### src/rtl/database_stage_pkg.sv
// Shared defaults and FSM state encoding for the database stage unpacker.
package database_stage_pkg;

  localparam int unsigned DEF_DATA_WIDTH               = 12;
  localparam int unsigned DEF_NUM_CLASSIFIERS_STAGE    = 10;
  localparam int unsigned DEF_NUM_PARAM_PER_CLASSIFIER = 19;
  localparam int unsigned DEF_NUM_STAGE_THRESHOLD      = 3;

  typedef enum logic [1:0] {
    COLLECT_PARAMS     = 2'd0,
    PRESENT_CLASSIFIER = 2'd1,
    COLLECT_THRESHOLD  = 2'd2,
    PRESENT_STAGE      = 2'd3
  } state_t;

endpackage

### src/rtl/counter.sv
// Wrapping up-counter with synchronous clear; rolls over to 0 after max_size.
module counter #(
  parameter int unsigned WIDTH    = 12,
  parameter int unsigned max_size = 9
) (
  input  logic             clk,
  input  logic             reset,
  input  logic             clear,
  input  logic             enable,
  output logic [WIDTH-1:0] count
);

  always_ff @(posedge clk or posedge reset) begin
    if (reset) begin
      count <= '0;
    end else if (clear) begin
      count <= '0;
    end else if (enable) begin
      count <= (count == WIDTH'(max_size)) ? '0 : count + WIDTH'(1);
    end
  end

endmodule

### src/rtl/database_stage_unpacker.sv
// Splits a serial database word stream into per-classifier records and stage thresholds.
// Optional framing check on the producer's end flags: DATABASE_STAGE_UNPACKER_CHECK_EN.
module database_stage_unpacker
  import database_stage_pkg::*;
#(
  parameter int unsigned DATA_WIDTH_12            = DEF_DATA_WIDTH,
  parameter int unsigned NUM_CLASSIFIERS_STAGE    = DEF_NUM_CLASSIFIERS_STAGE,
  parameter int unsigned NUM_PARAM_PER_CLASSIFIER = DEF_NUM_PARAM_PER_CLASSIFIER,
  parameter int unsigned NUM_STAGE_THRESHOLD      = DEF_NUM_STAGE_THRESHOLD
) (
  input  logic                                              clk,
  input  logic                                              reset,
  input  logic                                              i_valid,
  input  logic [DATA_WIDTH_12-1:0]                          i_data,
  input  logic                                              i_end_single_classifier,
  input  logic                                              i_end_database,
  output logic                                              o_ready,
  output logic                                              o_classifier_valid,
  input  logic                                              i_classifier_ready,
  output logic [NUM_PARAM_PER_CLASSIFIER*DATA_WIDTH_12-1:0] o_classifier_params,
  output logic [DATA_WIDTH_12-1:0]                          o_index_tree,
  output logic                                              o_stage_valid,
  input  logic                                              i_stage_ready,
  output logic [NUM_STAGE_THRESHOLD*DATA_WIDTH_12-1:0]      o_stage_threshold,
  output logic                                              o_error
);

  localparam int unsigned PIDX_W = $clog2(NUM_PARAM_PER_CLASSIFIER + 1);
  localparam int unsigned TIDX_W = $clog2(NUM_STAGE_THRESHOLD + 1);
  localparam logic [PIDX_W-1:0]        LAST_PARAM = PIDX_W'(NUM_PARAM_PER_CLASSIFIER - 1);
  localparam logic [TIDX_W-1:0]        LAST_THR   = TIDX_W'(NUM_STAGE_THRESHOLD - 1);
  localparam logic [DATA_WIDTH_12-1:0] LAST_TREE  = DATA_WIDTH_12'(NUM_CLASSIFIERS_STAGE - 1);

  state_t              state;
  logic [PIDX_W-1:0]   param_index;
  logic [TIDX_W-1:0]   thr_index;
  logic                accept;
  logic                cls_xfer;
  logic                stage_xfer;
  logic                tree_last;

  assign accept     = i_valid && o_ready;
  assign cls_xfer   = (state == PRESENT_CLASSIFIER) && i_classifier_ready;
  assign stage_xfer = (state == PRESENT_STAGE) && i_stage_ready;
  assign tree_last  = (o_index_tree == LAST_TREE);

  // Tree index advances per delivered record, cleared when the stage is handed off.
  counter #(
    .WIDTH    (DATA_WIDTH_12),
    .max_size (NUM_CLASSIFIERS_STAGE - 1)
  ) u_tree_counter (
    .clk    (clk),
    .reset  (reset),
    .clear  (stage_xfer),
    .enable (cls_xfer && !tree_last),
    .count  (o_index_tree)
  );

  always_ff @(posedge clk or posedge reset) begin
    if (reset) begin
      state               <= COLLECT_PARAMS;
      param_index         <= '0;
      thr_index           <= '0;
      o_ready             <= 1'b1;
      o_classifier_valid  <= 1'b0;
      o_stage_valid       <= 1'b0;
      o_classifier_params <= '0;
      o_stage_threshold   <= '0;
    end else begin
      case (state)
        COLLECT_PARAMS: begin
          if (accept) begin
            for (int k = 0; k < NUM_PARAM_PER_CLASSIFIER; k++) begin
              if (param_index == PIDX_W'(k)) begin
                o_classifier_params[k*DATA_WIDTH_12 +: DATA_WIDTH_12] <= i_data;
              end
            end
            param_index <= param_index + PIDX_W'(1);
            if (param_index == LAST_PARAM) begin
              state              <= PRESENT_CLASSIFIER;
              o_ready            <= 1'b0;
              o_classifier_valid <= 1'b1;
            end
          end
        end
        PRESENT_CLASSIFIER: begin
          if (i_classifier_ready) begin
            param_index        <= '0;
            o_ready            <= 1'b1;
            o_classifier_valid <= 1'b0;
            state              <= tree_last ? COLLECT_THRESHOLD : COLLECT_PARAMS;
          end
        end
        COLLECT_THRESHOLD: begin
          if (accept) begin
            for (int k = 0; k < NUM_STAGE_THRESHOLD; k++) begin
              if (thr_index == TIDX_W'(k)) begin
                o_stage_threshold[k*DATA_WIDTH_12 +: DATA_WIDTH_12] <= i_data;
              end
            end
            thr_index <= thr_index + TIDX_W'(1);
            if (thr_index == LAST_THR) begin
              state         <= PRESENT_STAGE;
              o_ready       <= 1'b0;
              o_stage_valid <= 1'b1;
            end
          end
        end
        PRESENT_STAGE: begin
          if (i_stage_ready) begin
            param_index   <= '0;
            thr_index     <= '0;
            o_ready       <= 1'b1;
            o_stage_valid <= 1'b0;
            state         <= COLLECT_PARAMS;
          end
        end
        default: state <= COLLECT_PARAMS;
      endcase
    end
  end

`ifdef DATABASE_STAGE_UNPACKER_CHECK_EN
  logic exp_end_cls;
  logic exp_end_db;

  assign exp_end_cls = (state == COLLECT_PARAMS) && (param_index == LAST_PARAM);
  assign exp_end_db  = (state == COLLECT_THRESHOLD) && (thr_index == LAST_THR);

  // Sticky: any accepted word whose end flags disagree with its position.
  always_ff @(posedge clk or posedge reset) begin
    if (reset) begin
      o_error <= 1'b0;
    end else if (accept && ((i_end_single_classifier != exp_end_cls) ||
                            (i_end_database != exp_end_db))) begin
      o_error <= 1'b1;
    end
  end
`else
  logic unused_end_flags;
  assign unused_end_flags = &{1'b0, i_end_single_classifier, i_end_database};
  assign o_error          = 1'b0;
`endif

endmodule

### config.mk
export PLATFORM = sky130hd
export DESIGN_NAME = database_stage_unpacker
export DESIGN_NICKNAME = d
export VERILOG_FILES = /design/src/rtl/database_stage_pkg.sv /design/src/rtl/counter.sv /design/src/rtl/database_stage_unpacker.sv
export SDC_FILE = /design/constraint.sdc
export NUM_CORES = 1
export LEC_CHECK = 0
export BUFFER_PORTS_ARGS = -buffer_cell sky130_fd_sc_hd__buf_2
export CAP_MARGIN = 10
export CORE_MARGIN = 1
export CORE_UTILIZATION = 25
export DETAILED_ROUTE_END_ITERATION = 8
export PLACE_DENSITY = 0.44
export SYNTH_ARGS = -nofsm -noshare
export SYNTH_HDL_FRONTEND = slang
export SYNTH_SLANG_ARGS = --single-unit
### constraint.sdc
create_clock -name clk -period 9.97 [get_ports clk]
set_clock_uncertainty 0.05 [all_clocks]
set_input_delay 0.997 -clock clk [delete_from_list [all_inputs] [get_ports clk]]
set_output_delay 0.997 -clock clk [all_outputs]
set_load 0.02 [all_outputs]
# --- After elaboration in Yosys (flattened, before gate mapping) ---
# Index checks and enable logic that the tools add are counted.
op_classes:
  n_addsub: 3
  eq_ne: 30
  n_mux: 32
  reduce_logical: 39
op_table:
  columns: ["operator", "count"]
  rows:
  - ["$reduce_and A3 Y1", 23]
  - ["$eq A5 B4 Y1 const B", 8]
  - ["$mux W12", 3]
  - ["$eq A5 B3 Y1 const B", 4]
  - ["$mux W2", 8]
  - ["$eq A5 B5 Y1 const B", 3]
  - ["$mux W5", 3]
  - ["$pmux W5 S3", 1]
  - ["$add A12 B1 Y12 const B", 1]
  - ["$eq A12 B4 Y1 const B", 1]
  - ["$mux W1", 12]
  - ["$ne A2 B2 Y1 const B", 6]
  - ["$reduce_and A4 Y1", 3]
  - ["$eq A5 B2 Y1 const B", 2]
  - ["$pmux W2 S4", 1]
  - ["$eq A2 B2 Y1 const B", 3]
  - ["$reduce_and A6 Y1", 1]
  - ["$reduce_bool A2 Y1", 3]
  - ["$add A5 B1 Y5 const B", 1]
  - ["$eq A5 B1 Y1 const B", 1]
  - ["$logic_not A5 Y1", 1]
  - ["$eq A2 B1 Y1 const B", 2]
  - ["$logic_and A1 B1 Y1", 4]
  - ["$logic_not A2 Y1", 2]
  - ["other kinds (6)", 7]
totals:
  reg_bits: 288
  in_bits: 19
  output_inout_bits: 280
  elab_cells: 133

# --- Longest topological paths before layout ---
# Gate-level depths: netlist of the first run.
logic_depth:
  word_depth: 5
  mapped_depth: 7
  depth_no_buf: 6

# --- Hierarchy ---
# A second synthesis of the first run with hierarchy kept.
hier_totals:
  cells_unflattened: 763
  area_unflattened_um2: 11713.7
by_module_without_submodules:
  columns: ["mod", "instances", "cells_per_inst", "area_per_inst_um2", "seq_area_each_um2"]
  rows:
  - ["database_stage_unpacker", 1, 692, 11061.9, 6907.9]
  - ["counter", 1, 71, 651.9, 300.3]

# --- Worst setup path after synthesis of the first run ---
# OpenSTA, ideal clock, no wires.
synth_timing:
  path_kind: "input port to flip-flop"
  start: "input port i_valid"
  end: "register o_classifier_params[144]"
  setup_time_ps: 125
  arrival_ps: 2042
  t_required_ps: 9795
  path_slack_ps: 7753
  cell_stages: 5
  n_path_buf: 1
  path_cell_list: "and2_1 > nand3_1 > nor2_1 > buf_2 > mux2_2"
synth_via:
  elab_chain_cells: 2
synth_lines:
  columns: ["element", "line", "source"]
  rows:
  - ["start: declaration", "database_stage_unpacker.sv:13", "input logic i_valid,"]
  - ["$logic_and A1 B1 Y1", "database_stage_unpacker.sv:42", "assign accept = i_valid && o_ready;"]
  - ["$reduce_and A3 Y1 (no source line)", null, null]
  - ["end signal: indexed assignment", "database_stage_unpacker.sv:75", "o_classifier_params[k*DATA_WIDTH_12 +: DATA_WIDTH_12] <= i_data;"]
  - ["end: declaration", "database_stage_unpacker.sv:20", "output logic [NUM_PARAM_PER_CLASSIFIER*DATA_WIDTH_12-1:0] o_classifier_params,"]
# No other way between the ends.
# A chain may end at the register's enable or synchronous reset.

# --- Worst setup path after layout of the first run ---
layout_timing:
  start: "register state[0]"
  end: "register o_classifier_params[223]"
layout_via:
  elab_chain_cells: 2
layout_lines:
  columns: ["element", "line", "source"]
  rows:
  - ["start: declaration", "database_stage_unpacker.sv:34", "state_t state;"]
  - ["start signal: assignment", "database_stage_unpacker.sv:91", "state <= tree_last ? COLLECT_THRESHOLD : COLLECT_PARAMS;"]
  - ["$logic_not A2 Y1", "database_stage_unpacker.sv:70", "case (state)"]
  - ["$reduce_and A3 Y1 (no source line)", null, null]
# No other way between the ends.

==> metrics.md, run 1 <==
| Metric | Value |
|---|---|
| Status | finished, final reports clean |
| Cell area after placement | about 13000 µm² |
| Crit. End Element | flip-flop |
| Async SR Flop Fraction | between 90% and 100% |
| Fin. max-slew vios | 0 |
| Count of different cell masters after synthesis | 44 |
| Initial antenna violation count | 0 |
| Setup_tns | 0 ns |
| Maximum clock frequency | 352.2 MHz |
| Mapped Nets | about 800 |
| DRT iter0 DRCs | between 200 and 300 |
| Sequential cell area | 7208 µm² |
| Register area share after synthesis | 63.21% |
| Fin crit share | between 20 and 30% |
| Count leader, synth | dfrtp_1 |
| Synthesis-stage register bit count | roughly 290 |
| Synth area leaders | dfrtp_1 (63%), mux2_2 (26%), ha_1 (1.1%) |
| Final wirelength | approximately 33000 µm |
| Die H | around 220 µm |
| # hold bufs at CTS | 0 |
| Die width | roughly 220 µm |
| CTS Root Cell | clkbuf_16 |
| Prevailing post-synth register cell | dfrtp_1 |
| Yosys top cell area share | between 60% and 70% |
| DRT antenna net count | 0 |
| All-Layer GR Usage | 14.39% |
| H-tree Lvls | 2 |
| Max Cap Violations | 0 |
| HP Class | reg -> reg |
| Ant. Diodes | 0 |
| Worst Path Max Fanout | 16 |
| Routed vias/inst | 4.335 |
| Final Hold Fails | 0 |
| EDFF count, synth | 0 |
| CTS tree | done |
| CP Data Arrival Time | roughly 3.2 ns |
| PD cells | about 180 nW/µm² |
| Layout cells sized above 1 | between 50% and 60% |
| Nets | roughly 1100 |
| Initial DRT Pass Iterations | 4 |
| Syn. warnings | 0 |
| Vias post-DR | 7109 |
| Initial Utilization | between 20% and 30% |
| # DRC | 0 |
| Setup ws final | a little over 7 ns |
| Detailed Place HPWL | 22560 µm |
| Multi-input gate area | just under 4000 µm² |
| Max Buffers Root-to-Sink | 3 |
| Postcts setup bufs | 0 |
| Synth area leader | dfrtp_1 |
| Hold path depth | 2 |
| VDD IR-drop max | approximately 0.11 mV |
| Post-cts sizing count | 0 |
| Clock sink total | between 200 and 300 |
| # rows | 77 |
| Final Cell Area | 14520 µm² |
| DP Worst Slack | 6.737 ns |
| Filler instances | 4553 |
| CP Data Required Time | approximately 10 ns |
| Worst setup SP type | flip-flop |
| Clock Pin Slew Worst Setup and Hold Paths | around 0.060 ns |
| First-pass GRT wire length | 49690 µm |
| CORE AREA | about 45000 µm² |
| RSZ-0062 raised after global routing | no |
| Vias in the first global route | 7388 |
| Gp weighted congestion | 0.7451 |
| Num CTS Buffers | 35 |
| Synthesized instance count | about 750 |
| Largest net degree at the start of global routing | 84 |
| Leakage power | a little over 8 nW |
| Later-pin clock latency in the skew report | around 0.52 ns |
| Avg Cell Area, Syn | ~15 µm² |
| Wire length per cell | 20.13 µm |
| Layout area overhead | 27.35% |
| Fin crit period | roughly 2.8 ns |
| Netlist Area Pre-Place | 11400 µm² |
| GRT overflow | 0 |
| Commonest cells post-synth | dfrtp_1 (287), mux2_2 (265), clkbuf_1 (25), nand2_1 (25), buf_2 (19) |
| I/O Pins | 299 |
| Finish-stage setup viols | 0 |
| CP Class | reg -> reg |
| Worst-Margin Slew | between 1 and 1.5 ns |
| IO Port Bufs | 295 |
| Slew headroom | 29.70% |
| Total die area | roughly 46000 µm² |
| Reg2reg path depth | 3 |
[cell families (layout without fill, tap and decap cells)]
family                     Yosys count  in the layout  synth area share (%)
AOI/OAI and AO/OA                   19             19                 1.086
xor gates and xnor gates             8              8                0.6145
adders and majority gates           10             10                 1.097
buffers and inverters               65            365                 2.776
DFF                                288            288                 63.21
muxes                              269            269                 26.52
other                                1              1               0.03288
and+or+nand+nor                     88             88                 4.663
[routing by layer]
layer / wire (µm) / share of wire (%) / track usage, %
met4: 668 / 2.0 / 4.468
met3: 1814 / 5.5 / 3.707
met2: 16120 / 49 / 24.19
met5: 0 / 0 / 0
met1: 14410 / 44 / 18.02
[flip-flops by register name (all words and copies together), names as in the netlist, named ones only]
register / cells
o_classifier_params: 228
o_classifier_valid: 1
o_ready: 1
o_stage_threshold: 36
o_stage_valid: 1
param_index: 5
state: 1
thr_index: 2
u_tree_counter.count: 12
[cells in the final DEF, fill, tap and decap left out, drive strengths merged, types with 2 or more instances in the layout]
master / synthesis / layout
mux2i: 4 / 4
nand2: 25 / 25
o31ai: 2 / 2
dfrtp: 287 / 287
nor3b: 4 / 4
and3: 4 / 4
a21oi: 7 / 7
xnor2: 7 / 7
nand3: 12 / 12
mux2: 265 / 265
bufinv: 0 / 3
o21ai: 2 / 2
ha: 10 / 10
clkbuf: 25 / 50
nor2b: 2 / 2
a41oi: 2 / 2
nor3: 6 / 6
inv: 11 / 11
nor4: 5 / 5
nand4: 6 / 6
buf: 29 / 298
or3: 4 / 4
clkinv: 0 / 2
a31oi: 2 / 2
nor2: 15 / 15
[critical path, stage by stage, from the launching register on]
cell,delay (ns)
dfrtp_1,0.59
and4bb_2,0.59
nand4_1,0.86
mux2_2,0.60
[path summary, 6_finish.rpt]
kind,startpoint,end,slack (ns)
max in group asynchronous,reset,o_stage_threshold[29]$_DFFE_PP0P_,7.95
min in group asynchronous,reset,o_stage_threshold[22]$_DFFE_PP0P_,0.52
worst min-delay path,o_stage_valid$_DFFE_PP0P_,o_stage_valid$_DFFE_PP0P_,0.43
worst min register to register,o_stage_valid$_DFFE_PP0P_,o_stage_valid$_DFFE_PP0P_,0.43
worst max register to register,state[0]$_DFFE_PP0P_,o_classifier_params[223]$_DFFE_PP0P_,7.13
worst max-delay path,state[0]$_DFFE_PP0P_,o_classifier_params[223]$_DFFE_PP0P_,7.13
[stage by stage]
stage	util, %	total power, W	std cells	hold WS, ns
6_report	32.56	0.002543	1640	0.4308
5_1_grt	32.56	0.002652	1640	0.4551
4_1_cts	32.56	0.002604	1640	0.4438
3_5_place_dp	30.00	0.001284	1584	0.4298
3_3_place_gp	30.00	0.001285	1584	0.4147
2_1_floorplan	-	0.001250	748	0.4417
[final cells by class]
type / count / share of cell area [%]
clock buffer: 50 / 7.125
clock inverter: 6 / 0.7409
inverter: 11 / 0.3360
multi-input combinational: 395 / 26.74
sequential: 288 / 49.63
tap: 592 / 5.100
timing repair buffer: 298 / 10.32
[report_power, final]
group	switching, W	total (W)	internal, W
clock network	0.000491	0.00128	0.000793
registers	0.00000541	0.00118	0.00118
logic	0.0000625	0.0000776	0.0000150
Note: power is estimated with default switching activity, not from simulation.
==> inputs of run 2 (changes only) <==
Settings changed: PLACE_DENSITY 0.44 to 0.45.
Clock period 9.97 ns to 2.5 ns, I/O delays scaled along.
==> run 2 against run 1 <==
Utilization up 0.57 points; critical path depth up 2; non-clock buffer count up 33; cell area up 1.7%; setup slack worse by 6.7 ns; via count up 2.6%; cell count up 2.3%; first-iteration DRC count down 4.3%; hold slack worse by 0.37 ns; combinational power rose to 4.3 times the previous value; largest cell class unchanged.
==> metrics.md, run 2 (same netlist as run 1, synthesis figures left out) <==
| Metric | Value |
|---|---|
| Status | finished, final reports clean |
| I/O Pins | approximately 300 |
| Reg-to-Reg Start | o_ready$_DFFE_PP1P_ |
| Hold Crit Start | i_valid |
| Vias post-DR | 7296 |
| Wire length per cell | slightly below 20 µm |
| CP Data Required Time | approximately 2.9 ns |
| Psw | 0.002207 W |
| DRT antenna net count | 0 |
| Most frequent cells in the layout | buf_2 (295), dfrtp_1 (287), mux2_2 (265), clkbuf_16 (37), buf_4 (29) |
| First-pass GRT wire length | 50700 µm |
| Cell area after placement | 13670 µm² |
| Finish-stage setup viols | 0 |
| Fin. max-slew vios | 0 |
| Switching share of power | approximately 22% |
| Num CTS Buffers | 35 |
| Maximum clock frequency | between 400 and 500 MHz |
| Total die area | 46470 µm² |
| Layout area overhead | 29.58% |
| DP Worst Slack | ~0.44 ns |
| P_int | around 0.0077 W |
| Part of the power in combinational logic | around 3.4% |
| Reg2reg setup slack | 0.42 ns |
| Max Buffers Root-to-Sink | 3 |
| Reg2reg path depth | 5 |
| Final Cell Area | 14780 µm² |
| Hold path depth | 3 |
| Crit. End Element | flip-flop |
| Largest net degree at the start of global routing | just under 70 |
| CTS Root Cell | clkbuf_16 |
| Worst-Margin Slew | ~0.67 ns |
| Die H | 215.6 µm |
| All-Layer GR Usage | between 10 and 15% |
| Max incr delay on CP | about 0.57 ns |
| CORE AREA | ~45000 µm² |
| Die width | around 220 µm |
| Post-cts sizing count | 0 |
| DRT iter0 DRCs | 265 |
| Crit-path slowest cell | dfstp_2 |
| Initial antenna violation count | 0 |
| Clock sink total | 288 |
| Detailed Place HPWL | about 23000 µm |
| Commonest non-fill, non-tap cell in the layout | buf_2 |
| H-tree Lvls | 2 |
| HP Class | in -> reg |
| Clock power share | about half |
| Final Power | approximately 0.0099 W |
| CP Data Arrival Time | around 2.4 ns |
| Fin crit period | ~2.1 ns |
| Layout cells sized above 1 | 60.41% |
| R2R Path End | o_classifier_params[148]$_DFFE_PP0P_ |
| Power share of the sequential group | approximately 48% |
| Final Hold Fails | 0 |
| RSZ-0062 raised after global routing | no |
| Later-pin clock latency in the skew report | ~0.53 ns |
| VDD IR-drop max | around 0.48 mV |
| Routed vias/inst | approximately 4.3 |
| Nets | ~1100 |
| CP Class | reg -> reg |
| Setup_tns | 0 ns |
| CP top delay family | simple AND/OR/NAND/NOR gates |
| CTS tree | done |
| Setup ws final | 0.4218 ns |
| # DRC | 0 |
| PD cells | 667.6 nW/µm² |
| IO Port Bufs | 295 |
| Worst Path Max Fanout | 8 |
| Initial DRT Pass Iterations | 4 |
| Worst setup SP type | flip-flop |
| Final wirelength | around 33000 µm |
| Reg with most FFs | o_classifier_params |
| Top Registers | o_classifier_params x228, o_stage_threshold x36, u_tree_counter.count x12 |
| Vias in the first global route | just under 8000 |
| Slew headroom | a little under three fifths |
| Leakage power | between 8 and 9 nW |
| Hold worst-path end | o_ready$_DFFE_PP1P_ |
| Gp weighted congestion | 0.7405 |
| Postcts setup bufs | 0 |
| GRT overflow | 0 |
| Max reg flops | approximately 230 |
| Fin crit share | slightly above 80% |
| Clock Pin Slew Worst Setup and Hold Paths | around 0.06 ns |
| Initial Utilization | 25.56% |
| Worst path cell trace | and2_1, nand3_1, nor2_2, buf_12, mux2_2 |
| # hold bufs at CTS | 2 |
| Max Cap Violations | 0 |
| Finished Core Util | 33.13% |
| Ant. Diodes | 0 |
| Worst path bufs/invs | 1 |
| # rows | 77 |
-- run 2: routing by layer --
metal  routed length [µm]  global-route usage [%]  share of wire (%)  up-vias
li1                     -                       -                  -     3268
met1                14350                   18.08                 43     3795
met2                16280                   24.54                 49      187
met3                 1730                   3.622                5.2       46
met4                  724                   4.728                2.2        0
met5                    0                       0                  0        -
-- run 2: worst max path at each step --
| stage | start | to | depth (start not counted) |
|---|---|---|---|
| 2_1_floorplan | reset | async pin | 1 |
| 3_3_place_gp | o_ready$_DFFE_PP1P_ | o_classifier_params[149]$_DFFE_PP0P_ | 5 |
| 3_5_place_dp | o_ready$_DFFE_PP1P_ | o_classifier_params[152]$_DFFE_PP0P_ | 5 |
| 4_1_cts | o_ready$_DFFE_PP1P_ | o_classifier_params[148]$_DFFE_PP0P_ | 5 |
| 5_1_grt | param_index[4]$_DFFE_PP0P_ | o_classifier_params[146]$_DFFE_PP0P_ | 5 |
| 6_report | o_ready$_DFFE_PP1P_ | o_classifier_params[148]$_DFFE_PP0P_ | 5 |
-- run 2: cell type report --
class / count / area [µm²]
clock buffer: 57 / 1061
clock inverter: 4 / 23.77
fill: 4521 / 29830
inverter: 11 / 45.04
multi-input combinational: 395 / 3884
sequential: 288 / 7208
tap: 592 / 740.7
timing repair buffer: 331 / 1814
-- run 2: worst register-to-register path: stages, from the launching register on --
cell and delay, ns:
dfstp_2 0.57, and2_1 0.20, nand3_1 0.20, nor2_2 0.42
buf_12 0.19, mux2_2 0.33
-- run 2: through the flow --
step / std cells / hold WS [ns]
2_1_floorplan: 748 / 0.3517
3_3_place_gp: 1615 / 0.3673
3_5_place_dp: 1615 / 0.3725
4_1_cts: 1678 / 0.01417
5_1_grt: 1678 / 0.07878
6_report: 1678 / 0.06320
-- run 2: power by group through the flow --
stage               Sequential (W)  Combinational (W)  Clock [W]
global placement           0.00479           0.000349          0
finish                     0.00471           0.000332    0.00482
CTS                        0.00471           0.000352    0.00504
global route               0.00471           0.000376    0.00521
detailed placement         0.00479           0.000349          0
floorplan                  0.00482           0.000169          0
